<file path="src/rtl/i2c_pkg.sv">
// Shared types and constants for the I2C SCL generator.
package i2c_pkg;

    typedef enum logic [1:0] {
        IDLE      = 2'd0,
        LOW       = 2'd1,
        WAIT_HIGH = 2'd2,
        HIGH      = 2'd3
    } scl_state_t;

    // Quarter-period values for 100 kHz SCL at common reference clocks.
    localparam int I2C_Q_100K_50M  = 125;
    localparam int I2C_Q_100K_100M = 250;

endpackage

</file>
<file path="src/rtl/i2c_sync.sv">
// Multi-flop synchroniser for the SCL pad readback; resets to the released level.
module i2c_sync #(
    parameter int STAGES = 2
) (
    input  logic i_clk,
    input  logic i_rst,
    input  logic i_d,
    output logic o_q,
    output logic o_q_nxt
);
    logic [STAGES-1:0] r_ff;

    always_ff @(posedge i_clk) begin
        if (i_rst) begin
            r_ff <= '1;
        end else begin
            r_ff <= {r_ff[STAGES-2:0], i_d};
        end
    end

    assign o_q     = r_ff[STAGES-1];
    // value o_q will hold next cycle, so registered status can line up with it
    assign o_q_nxt = r_ff[STAGES-2];

endmodule

</file>
<file path="src/rtl/i2c_scl_gen.sv">
// I2C SCL generator: programmable quarter-period, clock stretching with optional
// timeout, and single-cycle phase strobes for the byte/bit engine.
//   state     | meaning
//   IDLE      | SCL released, waiting for en
//   LOW       | SCL driven low for 2Q cycles
//   WAIT_HIGH | SCL released, waiting for the pad to read high (stretch)
//   HIGH      | SCL high for 2Q cycles, then next period or stop
module i2c_scl_gen
    import i2c_pkg::*;
#(
    parameter int CNT_W       = 16,
    parameter int SYNC_STAGES = 2,
    parameter int STRETCH_MAX = 0
) (
    input  logic             ref_clk,
    input  logic             rst,
    input  logic             en,
    input  logic [CNT_W-1:0] div,
    input  logic             scl_in,
    output logic             scl_o,
    output logic             busy,
    output logic             tick_fall,
    output logic             tick_low_mid,
    output logic             tick_rise,
    output logic             tick_high_mid,
    output logic             stretching,
    output logic             stretch_to
);
    localparam int CW    = CNT_W + 1;
    localparam int WTO_W = (STRETCH_MAX > 0) ? $clog2(STRETCH_MAX + 1) : 1;
    localparam logic [WTO_W-1:0] WTO_LAST = (STRETCH_MAX > 0) ? WTO_W'(STRETCH_MAX - 1) : '0;

    scl_state_t       r_state, w_state_nxt;
    logic [CW-1:0]    r_cnt, w_cnt_nxt;
    logic [WTO_W-1:0] r_wcnt, w_wcnt_nxt;
    logic [CNT_W-1:0] r_q, w_q_nxt;
    logic             r_scl, w_scl_nxt;
    logic             r_busy, w_busy_nxt;
    logic             r_fall, w_fall_nxt;
    logic             r_lmid, w_lmid_nxt;
    logic             r_rise, w_rise_nxt;
    logic             r_hmid, w_hmid_nxt;
    logic             r_str, w_str_nxt;
    logic             r_sto, w_sto_nxt;

    logic             w_sync, w_sync_nxt;
    logic [CNT_W-1:0] w_div_q;
    logic [CW-1:0]    w_q_ext, w_tc, w_cnt_inc;

    i2c_sync #(.STAGES(SYNC_STAGES)) u_sync (
        .i_clk   (ref_clk),
        .i_rst   (rst),
        .i_d     (scl_in),
        .o_q     (w_sync),
        .o_q_nxt (w_sync_nxt)
    );

    assign w_div_q   = (div == '0) ? CNT_W'(1) : div;
    assign w_q_ext   = {1'b0, r_q};
    assign w_tc      = {r_q, 1'b0} - CW'(1);
    assign w_cnt_inc = r_cnt + CW'(1);

    always_comb begin
        w_state_nxt = r_state;
        w_cnt_nxt   = r_cnt;
        w_wcnt_nxt  = r_wcnt;
        w_q_nxt     = r_q;
        w_scl_nxt   = r_scl;
        w_fall_nxt  = 1'b0;
        w_lmid_nxt  = 1'b0;
        w_rise_nxt  = 1'b0;
        w_hmid_nxt  = 1'b0;
        w_sto_nxt   = 1'b0;
        case (r_state)
            IDLE: begin
                w_scl_nxt = 1'b1;
                if (en) begin
                    w_state_nxt = LOW;
                    w_cnt_nxt   = '0;
                    w_q_nxt     = w_div_q;
                    w_scl_nxt   = 1'b0;
                    w_fall_nxt  = 1'b1;
                end
            end
            LOW: begin
                if (r_cnt == w_tc) begin
                    w_state_nxt = WAIT_HIGH;
                    w_wcnt_nxt  = '0;
                    w_scl_nxt   = 1'b1;
                    w_rise_nxt  = 1'b1;
                end else begin
                    w_cnt_nxt  = w_cnt_inc;
                    w_lmid_nxt = (w_cnt_inc == w_q_ext);
                end
            end
            WAIT_HIGH: begin
                // a pad that reads high wins over a timeout in the same cycle
                if (w_sync) begin
                    w_state_nxt = HIGH;
                    w_cnt_nxt   = '0;
                end else if ((STRETCH_MAX > 0) && (r_wcnt == WTO_LAST)) begin
                    w_state_nxt = IDLE;
                    w_sto_nxt   = 1'b1;
                end else begin
                    w_wcnt_nxt = r_wcnt + WTO_W'(1);
                end
            end
            HIGH: begin
                if (r_cnt == w_tc) begin
                    w_cnt_nxt = '0;
                    if (en) begin
                        w_state_nxt = LOW;
                        w_q_nxt     = w_div_q;
                        w_scl_nxt   = 1'b0;
                        w_fall_nxt  = 1'b1;
                    end else begin
                        w_state_nxt = IDLE;
                    end
                end else begin
                    w_cnt_nxt  = w_cnt_inc;
                    w_hmid_nxt = (w_cnt_inc == w_q_ext);
                end
            end
            default: w_state_nxt = IDLE;
        endcase
        w_busy_nxt = (w_state_nxt != IDLE);
        w_str_nxt  = (w_state_nxt == WAIT_HIGH) && !w_sync_nxt;
    end

    always_ff @(posedge ref_clk) begin
        if (rst) begin
            r_state <= IDLE;
            r_cnt   <= '0;
            r_wcnt  <= '0;
            r_q     <= CNT_W'(1);
            r_scl   <= 1'b1;
            r_busy  <= 1'b0;
            r_fall  <= 1'b0;
            r_lmid  <= 1'b0;
            r_rise  <= 1'b0;
            r_hmid  <= 1'b0;
            r_str   <= 1'b0;
            r_sto   <= 1'b0;
        end else begin
            r_state <= w_state_nxt;
            r_cnt   <= w_cnt_nxt;
            r_wcnt  <= w_wcnt_nxt;
            r_q     <= w_q_nxt;
            r_scl   <= w_scl_nxt;
            r_busy  <= w_busy_nxt;
            r_fall  <= w_fall_nxt;
            r_lmid  <= w_lmid_nxt;
            r_rise  <= w_rise_nxt;
            r_hmid  <= w_hmid_nxt;
            r_str   <= w_str_nxt;
            r_sto   <= w_sto_nxt;
        end
    end

    assign scl_o         = r_scl;
    assign busy          = r_busy;
    assign tick_fall     = r_fall;
    assign tick_low_mid  = r_lmid;
    assign tick_rise     = r_rise;
    assign tick_high_mid = r_hmid;
    assign stretching    = r_str;
    assign stretch_to    = r_sto;

endmodule
</file>
<file path="config.mk">
export PLATFORM = sky130hd
export DESIGN_NAME = i2c_scl_gen
export DESIGN_NICKNAME = d
export VERILOG_FILES = /design/src/rtl/i2c_pkg.sv /design/src/rtl/i2c_sync.sv /design/src/rtl/i2c_scl_gen.sv
export SDC_FILE = /design/constraint.sdc
export NUM_CORES = 1
export LEC_CHECK = 0
export ABC_AREA = 1
export BUFFER_PORTS_ARGS = -buffer_cell sky130_fd_sc_hd__buf_4
export CAP_MARGIN = 20
export CORE_MARGIN = 4
export CORE_UTILIZATION = 35
export DETAILED_ROUTE_END_ITERATION = 6
export PLACE_DENSITY = 0.48
export RECOVER_POWER = 25
export SETUP_SLACK_MARGIN = 0.15
export SYNTH_ARGS = -nofsm -noshare
export SYNTH_HDL_FRONTEND = slang
export SYNTH_SLANG_ARGS = --single-unit
</file>
<file path="constraint.sdc">
create_clock -name ref_clk -period 2.3 [get_ports ref_clk]
set_clock_uncertainty 0.05 [all_clocks]
set_input_delay 0.345 -clock ref_clk [delete_from_list [all_inputs] [get_ports ref_clk]]
set_output_delay 0.345 -clock ref_clk [all_outputs]
set_load 0.05 [all_outputs]
</file>
After elaboration in Yosys (flattened, before gate mapping)
Index checks and enable logic that the tools add are counted.
- memories kept: 0
- bits in latches: 0
- flip-flop bits (word level): 44
- memory bits (read-only): 0
- bits in writable memories: 0
- $lt $le $gt $ge: 0
- div/mod/pow operators: 0
- shift-type cells: 0
- bitwise operators: 2
- reductions and logical operators: 12
- mux-type cells: 25
- add/sub/neg operators: 2
- equality and inequality tests: 12
- multipliers: 0
- operators by type and width (cell ; number):
    $mux W17 ; 4
    $pmux W17 S4 ; 1
    $mux W16 ; 3
    $pmux W16 S2 ; 1
    $add A17 B1 Y17 const B ; 1
    $eq A17 B16 Y1 ; 1
    $eq A17 B17 Y1 ; 1
    $sub A17 B1 Y17 const B ; 1
    $logic_not A16 Y1 ; 1
    $ne A2 B2 Y1 const B ; 5
    $mux W1 ; 9
    $mux W2 ; 4
    $pmux W2 S4 ; 1
    $eq A2 B2 Y1 const B ; 3
    $reduce_and A4 Y1 ; 1
    $reduce_bool A2 Y1 ; 2
    $reduce_or A2 Y1 ; 2
    $pmux W1 S3 ; 1
    $reduce_and A3 Y1 ; 1
    $reduce_bool A3 Y1 ; 1
    $eq A2 B1 Y1 const B ; 1
    $logic_not A2 Y1 ; 1
    $ne A2 B1 Y1 const B ; 1
    $not A1 Y1 ; 2
    other kinds (4) ; 4

Longest topological paths before layout
Gate-level depths: netlist of run 1.
- depth after elaboration: 6
- gate-level depth with buffers: 18
- mapped depth without buffers: 17

Hierarchy
Synthesis of run 1 repeated with hierarchy kept, for this count alone.
- cells, all modules: 498
- area, all modules: 3180.6 um2
- by module, submodules not included (module ; sequential area each (um2) ; times used ; cells each ; area an instance (um2)):
    i2c_scl_gen ; 840.8 ; 1 ; 491 ; 3121.7
    i2c_sync ; 40.0 ; 1 ; 7 ; 58.8

Least setup slack after synthesis of run 1
OpenSTA, ideal clock, no wires.
- path kind: register to register
- start point: reg r_q[0]
- end point: reg r_q[0]
- setup slack: 0.222 ns
- buffers on the path: 1
- cell stages (with the launch flop): 18
- data required time: 2.131 ns
- arrival: 1.909 ns
- clock period less this slack: 2.078 ns
- cell sequence: dfxtp_1 > inv_1 > ha_1 > inv_1 > nand2_1 > nand2_1 > nand2_1 > nand2_1 > nand3_1 > nor2_1 > nand2_1 > nor2_4 > nand2_4 > nand2_4 > nand2_4 > buf_6 > a21oi_1 > o21ai_1
- cells in the longest elaborated chain, start to end: 4
- elaborated cells between the ends (all ways): 7
- RTL lines (element ; RTL line ; text):
    from (decl) ; i2c_scl_gen.sv:36 ; logic [CNT_W-1:0] r_q, w_q_nxt;
    from (signal assigned) ; i2c_scl_gen.sv:148 ; r_q <= w_q_nxt;
    $sub A17 B1 Y17 ; i2c_scl_gen.sv:60 ; assign w_tc = {r_q, 1'b0} - CW'(1);
    $eq A17 B17 Y1 ; i2c_scl_gen.sv:109 ; if (r_cnt == w_tc) begin
    $ne A2 B2 Y1 (no source line) ; -- ;
    $reduce_and A2 Y1 (no source line) ; -- ;
Parallel ways exist; a longest one is shown, timed or not. The select of a mux whose other input is x is not followed.
A chain may end at the register's enable or synchronous reset.

Final worst setup path of run 1
- start point: reg r_q[0]
- end point: reg r_cnt[2]
- cells in the longest elaborated chain, start to end: 4
- elaborated cells between the ends (all ways): 6
- RTL lines (element ; RTL line ; text):
    $sub A17 B1 Y17 * ; i2c_scl_gen.sv:60 ;
    $eq A17 B17 Y1 * ; i2c_scl_gen.sv:86, i2c_scl_gen.sv:109 ;
    $mux W17 or $ne A2 B2 Y1 (tied branches) ; -- ;
    $pmux W17 S4 or $reduce_and A3 Y1 (tied branches) ; -- ;
    to (signal assigned) ; i2c_scl_gen.sv:146 ; r_cnt <= w_cnt_nxt;
    to (decl) ; i2c_scl_gen.sv:34 ; logic [CW-1:0] r_cnt, w_cnt_nxt;
Every way passes the cells marked *; elsewhere a longest branch is shown, timed or not.

==> results of run 1 <==
## per-stage QoR
| step | setup TNS, ns | cells | power, mW | util, % | hold WS, ns |
|---|---|---|---|---|---|
| finish | 0 | 677 | 6.11 | 50.9 | 0.185 |
| global route | -2.30 | 677 | 6.58 | 50.9 | 0.189 |
| CTS | 0 | 671 | 5.57 | 46.6 | 0.180 |
| detailed placement | -1.62 | 658 | 4.60 | 42.8 | 0.388 |
| global placement | -0.932 | 658 | 4.61 | 42.8 | 0.385 |
| floorplan | 0 | 499 | 3.59 | - | 0.338 |
## worst max-delay path, cell delays in order, from the launching register on
cell and delay (ns):
dfxtp_2 0.33, inv_2 0.07, ha_4 0.18, nand2_4 0.08, nor2_4 0.16, buf_6 0.12, nand2_2 0.04, nand2_1 0.06
nand2_2 0.06, nor2_4 0.16, nand2_4 0.08, nor2_8 0.13, buf_6 0.12, nand3_4 0.09, nand2_8 0.17, inv_16 0.08
o21ai_1 0.13, nor2_1 0.06
## routing by layer
layer	up-vias	part of all wire, %
met4	0	0.77
li1	1747	-
met5	-	0
met2	104	45
met3	10	5.5
met1	1581	49
## kinds of logic after synthesis
group,share of synthesized area (%)
adder cells (fa/ha/maj),3.09
AND/OR/NAND/NOR,37.8
buffers and inverters,11.0
XOR/XNOR,7.07
AO/OA/AOI/OAI,13.7
other,0.116
flip-flops,27.2
## repair_timing
item,4_1_cts,5_1_grt
setup endpoints to repair,41,42
cloned,2,3
hold endpoints to repair,0,0
pin swaps,15,28
gates resized for setup,49,78
buffers inserted,4,3
## power by group through the flow
stage	Clock (mW)	Sequential (mW)	Combinational [mW]
final	0.541	1.36	4.21
after global routing	0.580	1.39	4.60
after CTS	0.550	1.33	3.68
after detailed placement	0	1.32	3.28
after global placement	0	1.33	3.28
after floorplan	0	1.34	2.25
## cell type report
cell class | instances | share of cell area, %
multi-input cells | 376 | 53.6
clock buffers | 7 | 2.14
well taps | 108 | 3.00
inverters | 66 | 5.91
repair buffers | 76 | 15.5
flip-flops and latches | 44 | 19.8
## state kept, by name, summed over array words and instances, names as in the netlist
name	flops
u_sync.r_ff	2
busy	1
r_state	2
r_q	16
tick_fall	1
tick_high_mid	1
scl_o	1
tick_rise	1
stretching	1
r_cnt	17
tick_low_mid	1
## worst min-delay path by stage
stage | startpoint | cells after the start | slack, ns | to
3_5_place_dp | u_sync.r_ff[0] | 2 | 0.39 | u_sync.r_ff[1]
4_1_cts | scl_in | 2 | 0.18 | u_sync.r_ff[0]
3_3_place_gp | u_sync.r_ff[0] | 2 | 0.38 | u_sync.r_ff[1]
5_1_grt | scl_in | 2 | 0.19 | u_sync.r_ff[0]
2_1_floorplan | u_sync.r_ff[0] | 2 | 0.34 | u_sync.r_ff[1]
6_report | scl_in | 2 | 0.19 | u_sync.r_ff[0]
## layout by cell type, fill, tap and decap left out, drive strengths merged
cell / count
or2: 1
dfxtp: 44
nor2: 75
nor3: 8
buf: 74
o22ai: 2
nor4: 4
nand3: 33
clkbuf: 9
nand2: 123
inv: 66
o21bai: 1
ha: 8
conb: 1
nand3b: 5
xnor2: 8
a21oi: 32
o21ai: 45
a211oi: 1
nand4: 9
o211ai: 3
a41oi: 1
and2: 1
xor2: 13
xnor3: 2
==> results.sh, run 1 <==
export IMPL_status="finished clean"
export IMPL_gr_max_usage_layer="met2"
export IMPL_setup_viol=0
export IMPL_period_minus_slack_ns=2.29
export IMPL_p_switching_mw=3.09
export IMPL_num_antenna_cells=0
export IMPL_finalInstanceArea_mm2=0.00451
export IMPL_reg2reg_from="r_q[0]"
export IMPL_rrSetupSlack_ns=0.007
export IMPL_wl_um=10600
export IMPL_cp_start_kind="flip-flop"
export IMPL_power_density_mw_per_mm2=1350
export IMPL_die_width_um=104
export IMPL_grt_max_degree=25
export IMPL_p_sw_share_pct=50.6
export IMPL_synth_top_cell_by_area="dfxtp_1"
export IMPL_grt_pass1_wl_um=16900
export IMPL_finalHoldViolCount=0
export IMPL_rsz0062_at_grt="true"
export IMPL_path_clk_slew_ns=0.08
export IMPL_route_detailed_drc=0
export IMPL_use_met3_pct=2.42
export IMPL_vias_per_cell=5.08
export IMPL_critPathCaptureType="flip-flop"
export IMPL_comb_power_share_pct=68.9
export IMPL_ctsHoldBuffers=0
export IMPL_io_pins=28
export IMPL_ys_seq_elements=44
export IMPL_antenna_left=0
export IMPL_seqPwrFrac_pct=22.3
export IMPL_syn2layout_area_growth_pct=39.3
export IMPL_synth_edf_count=0
export IMPL_ys_warnings_count=0
export IMPL_syn_nets=527
export IMPL_ys_flop_type="dfxtp_1"
export IMPL_synthArstFlopShare_pct=0
export IMPL_clock_latency_ns=0.30
export IMPL_syn_inst=499
export IMPL_vias=3442
export IMPL_max_slew_margin_rel_pct=26.4
export IMPL_dp_worst_setup_slack_ns=-0.0770
export IMPL_use_met2_pct=30.4
export IMPL_yosys_top_cells_count="nand2_1, nor2_1, inv_1"
export IMPL_required_ns=2.43
export IMPL_netlist_top_cells_area="dfxtp_1, nand2_1, nor2_1, inv_1, o21ai_1"
export IMPL_cap_violations=0
export IMPL_syn_area_mm2=0.00324
export IMPL_slew_violations=0
export IMPL_synthDistinctLibCells=36
export IMPL_crit_path_start="r_q[0]"
export IMPL_crit_arrival_ns=2.43
export IMPL_io_buffer_count=26
export IMPL_cts_buffers_inserted=5
export IMPL_fp_dieArea_mm2=0.0109
export IMPL_fp_coreArea_mm2=0.00885
export IMPL_layout_nets=597
export IMPL_r2r_end="r_cnt[2]"
export IMPL_grtUsageMet1_pct=28.6
export IMPL_h_tree_depth=2
export IMPL_drive_gt1_share_pct=35.3
export IMPL_finalCritPeriodShare_pct=99.7
export IMPL_die_h_um=104
export IMPL_seqCellArea_um2=893
export IMPL_crit_fanout=17
export IMPL_ff2ff_path_depth=17
export IMPL_dr_pass1_iters=5
export IMPL_synthMostInstantiatedCell="nand2_1"
export IMPL_fmax_mhz=436
export IMPL_placed_area_mm2=0.00379
export IMPL_n_fill_cell=907
export IMPL_ys_seq_area_share_pct=27.2
export IMPL_cts_root_buf="clkbuf_8"
export IMPL_gp_congestion=0.868
export IMPL_p_leak_nw=2.06
export IMPL_grt_overflow=0
export IMPL_irDropWorstVdd_mv=0.675
export IMPL_final_setup_worst_slack_ns=0.00727
export IMPL_tightest_slew_ns=1.10
export IMPL_multiInputGateArea_mm2=0.00242
export IMPL_max_clock_path_buffers=2
export IMPL_drtIter0Drc=233
export IMPL_avgSynthCellArea_um2=6.49
export IMPL_internal_power_mw=3.01
export IMPL_antenna_found_initial=0
export IMPL_rows=34
export IMPL_place_hpwl_um=8020
export IMPL_crit_end="r_cnt[2]"
export IMPL_avgRoutedWirePerCell_um=15.7
export IMPL_start_util_pct=36.6
export IMPL_grt_use_total_pct=19.4
export IMPL_min_path_type="input port to flip-flop"
export IMPL_criticalPathCategory="flip-flop to flip-flop"
export IMPL_p_clk_share_pct=8.9
export IMPL_cts_sink_count=44
export IMPL_cts_tree="done"
export IMPL_grt_pass1_vias=3177
export IMPL_synth_top_area_share_pct=27.2
Note: power is estimated with default switching activity, not from simulation.
==> run 2: changes to the inputs <==
--- a/config.mk
+++ b/config.mk
@@ -9,9 +9,9 @@
 export BUFFER_PORTS_ARGS = -buffer_cell sky130_fd_sc_hd__buf_4
 export CAP_MARGIN = 20
 export CORE_MARGIN = 4
-export CORE_UTILIZATION = 35
+export CORE_UTILIZATION = 60
 export DETAILED_ROUTE_END_ITERATION = 6
-export PLACE_DENSITY = 0.48
+export PLACE_DENSITY = 0.76
 export RECOVER_POWER = 25
 export SETUP_SLACK_MARGIN = 0.15
 export SYNTH_ARGS = -nofsm -noshare
==> run 2 against run 1 <==
  * Setup slack better by 0.061 ns
  * Via count increased by 3.2%
  * Wire length shrank 7.7%
  * Combinational power fell by 11%
  * Largest power group unchanged
==> results.sh, run 2 (synthesis results as in run 1) <==
export IMPL_status="finished clean"
export IMPL_largest_register="r_cnt"
export IMPL_final_util_pct=81.7
export IMPL_critical_path_top_delay_family="simple AND/OR/NAND/NOR gates"
export IMPL_fp_coreArea_mm2=0.00517
export IMPL_io_buffer_count=26
export IMPL_ctsHoldBuffers=0
export IMPL_drtIter0Drc=410
export IMPL_reg2reg_from="r_q[1]"
export IMPL_tightest_slew_ns=0.616
export IMPL_top_regs="r_cnt: 17 flops, r_q: 16 flops"
export IMPL_crit_arrival_ns=2.41
export IMPL_fmax_mhz=448
export IMPL_grt_use_total_pct=28.9
export IMPL_rows=26
export IMPL_antenna_found_initial=0
export IMPL_fp_dieArea_mm2=0.00663
export IMPL_wl_um=9810
export IMPL_cts_buffers_inserted=5
export IMPL_cts_root_buf="clkbuf_8"
export IMPL_rrSetupSlack_ns=0.07
export IMPL_largest_reg_flops=17
export IMPL_route_detailed_drc=0
export IMPL_setup_viol=0
export IMPL_grt_max_degree=33
export IMPL_placed_area_mm2=0.00365
export IMPL_min_path_type="input port to flip-flop"
export IMPL_layout_nets=588
export IMPL_period_minus_slack_ns=2.23
export IMPL_power_density_mw_per_mm2=1340
export IMPL_crit_buf_inv=5
export IMPL_h_tree_depth=2
export IMPL_hold_end="u_sync.r_ff[0]"
export IMPL_die_h_um=81.5
export IMPL_max_slew_margin_rel_pct=59.1
export IMPL_crit_chain="inv_2 > ha_4 > inv_1 > nand2_2 > nand2_1 > nand2_1 > nand2_2 > nand3_2 > nor2_1 > nand2_1 > nor2_4 > buf_6 > nand3_4 > nand2_4 > buf_4 > buf_16 > a21oi_1 > nor2_1"
export IMPL_critPathCaptureType="flip-flop"
export IMPL_total_power_mw=5.65
export IMPL_cap_violations=0
export IMPL_criticalPathCategory="flip-flop to flip-flop"
export IMPL_cts_tree="done"
export IMPL_cp_start_kind="flip-flop"
export IMPL_ff2ff_path_depth=18
export IMPL_place_hpwl_um=6820
export IMPL_crit_slowest_cell="dfxtp_2"
export IMPL_final_common_cell="nand2_1"
export IMPL_crit_path_frequent_cell="nand2_1"
export IMPL_gp_congestion=0.940
export IMPL_io_pins=28
export IMPL_drive_gt1_share_pct=31.9
export IMPL_vias_per_cell=5.63
export IMPL_irDropWorstVdd_mv=0.810
export IMPL_finalHoldViolCount=0
export IMPL_die_width_um=81.5
export IMPL_avgRoutedWirePerCell_um=15.5
export IMPL_required_ns=2.48
export IMPL_start_util_pct=62.6
export IMPL_vias=3551
export IMPL_p_leak_nw=1.98
export IMPL_slowest_delay_ns=0.35
export IMPL_whs_ns=0.185
export IMPL_slew_violations=0
export IMPL_antenna_left=0
export IMPL_max_clock_path_buffers=2
export IMPL_dr_pass1_iters=5
export IMPL_num_antenna_cells=0
export IMPL_r2r_end="r_cnt[7]"
export IMPL_clock_latency_ns=0.30
export IMPL_stdcell_count=631
export IMPL_syn2layout_area_growth_pct=30.5
export IMPL_finalCritPeriodShare_pct=97.0
export IMPL_rsz0062_at_grt="true"
export IMPL_cts_sink_count=44
export IMPL_finalInstanceArea_mm2=0.00422
export IMPL_grt_pass1_wl_um=14600
export IMPL_grt_overflow=0
export IMPL_path_clk_slew_ns=0.08
export IMPL_min_path_cells=2
export IMPL_crit_fanout=8
export IMPL_layout_common_cells="nand2_1, inv_1, nor2_1"
export IMPL_grt_pass1_vias=3131
export IMPL_hp_start="scl_in"
export IMPL_dpl_cell_count=610
run 2: stage by stage:
step	worst slack, ns	TNS [ns]
floorplan	0.222	0
global placement	0.0949	0
detailed placement	0.0165	0
CTS	0.150	0
global route	-0.0402	-0.149
finish	0.0684	0
run 2: worst reg2reg max path: stages (launching register included):
cell     delay [ns]
dfxtp_2        0.35
inv_2          0.06
ha_4           0.18
inv_1          0.06
nand2_2        0.06
nand2_1        0.09
nand2_1        0.07
nand2_2        0.08
nand3_2        0.08
nor2_1         0.10
nand2_1        0.09
nor2_4         0.15
buf_6          0.13
nand3_4        0.08
nand2_4        0.10
buf_4          0.14
buf_16         0.13
a21oi_1        0.05
nor2_1         0.11
run 2: how the worst max path moves through the flow:
stage          startpoint   endpoint  slack (ns)  cells after the start
2_1_floorplan      r_q[0]     r_q[0]        0.22                     17
3_3_place_gp       r_q[0]  r_cnt[12]        0.09                     17
3_5_place_dp       r_q[0]     r_q[5]        0.02                     16
4_1_cts            r_q[1]   r_cnt[6]        0.15                     16
5_1_grt            r_q[1]   r_cnt[7]       -0.04                     18
6_report           r_q[1]   r_cnt[7]        0.07                     18
run 2: cell type report:
cell class              instances  area, um2
fillers                       362        948
flip-flops and latches         44        906
multi-input cells             375       2320
clock buffers                   7       86.3
repair buffers                 68        552
clock inverters                 1       7.51
inverters                      66        267
well taps                      70       87.6
run 2: power breakdown:
part | switching (mW) | total [mW] | internal (mW)
Sequential | 0.368 | 1.41 | 1.04
Clock | 0.270 | 0.514 | 0.244
Combinational | 2.24 | 3.73 | 1.49
run 2: metal layers:
metal  global-route usage, %  up-vias  share of wire, %
li1                        -     1722                 -
met1                    39.2     1618                42
met2                    46.5      186                47
met3                    5.70       25               8.8
met4                    8.45        0               2.4
met5                       0        -                 0
run 2: what timing repair did:
item,in CTS,in global routing
pin swaps,5,46
buffers inserted,3,8
setup endpoints to repair,41,41
gates cloned,1,1
gates resized for setup,25,87
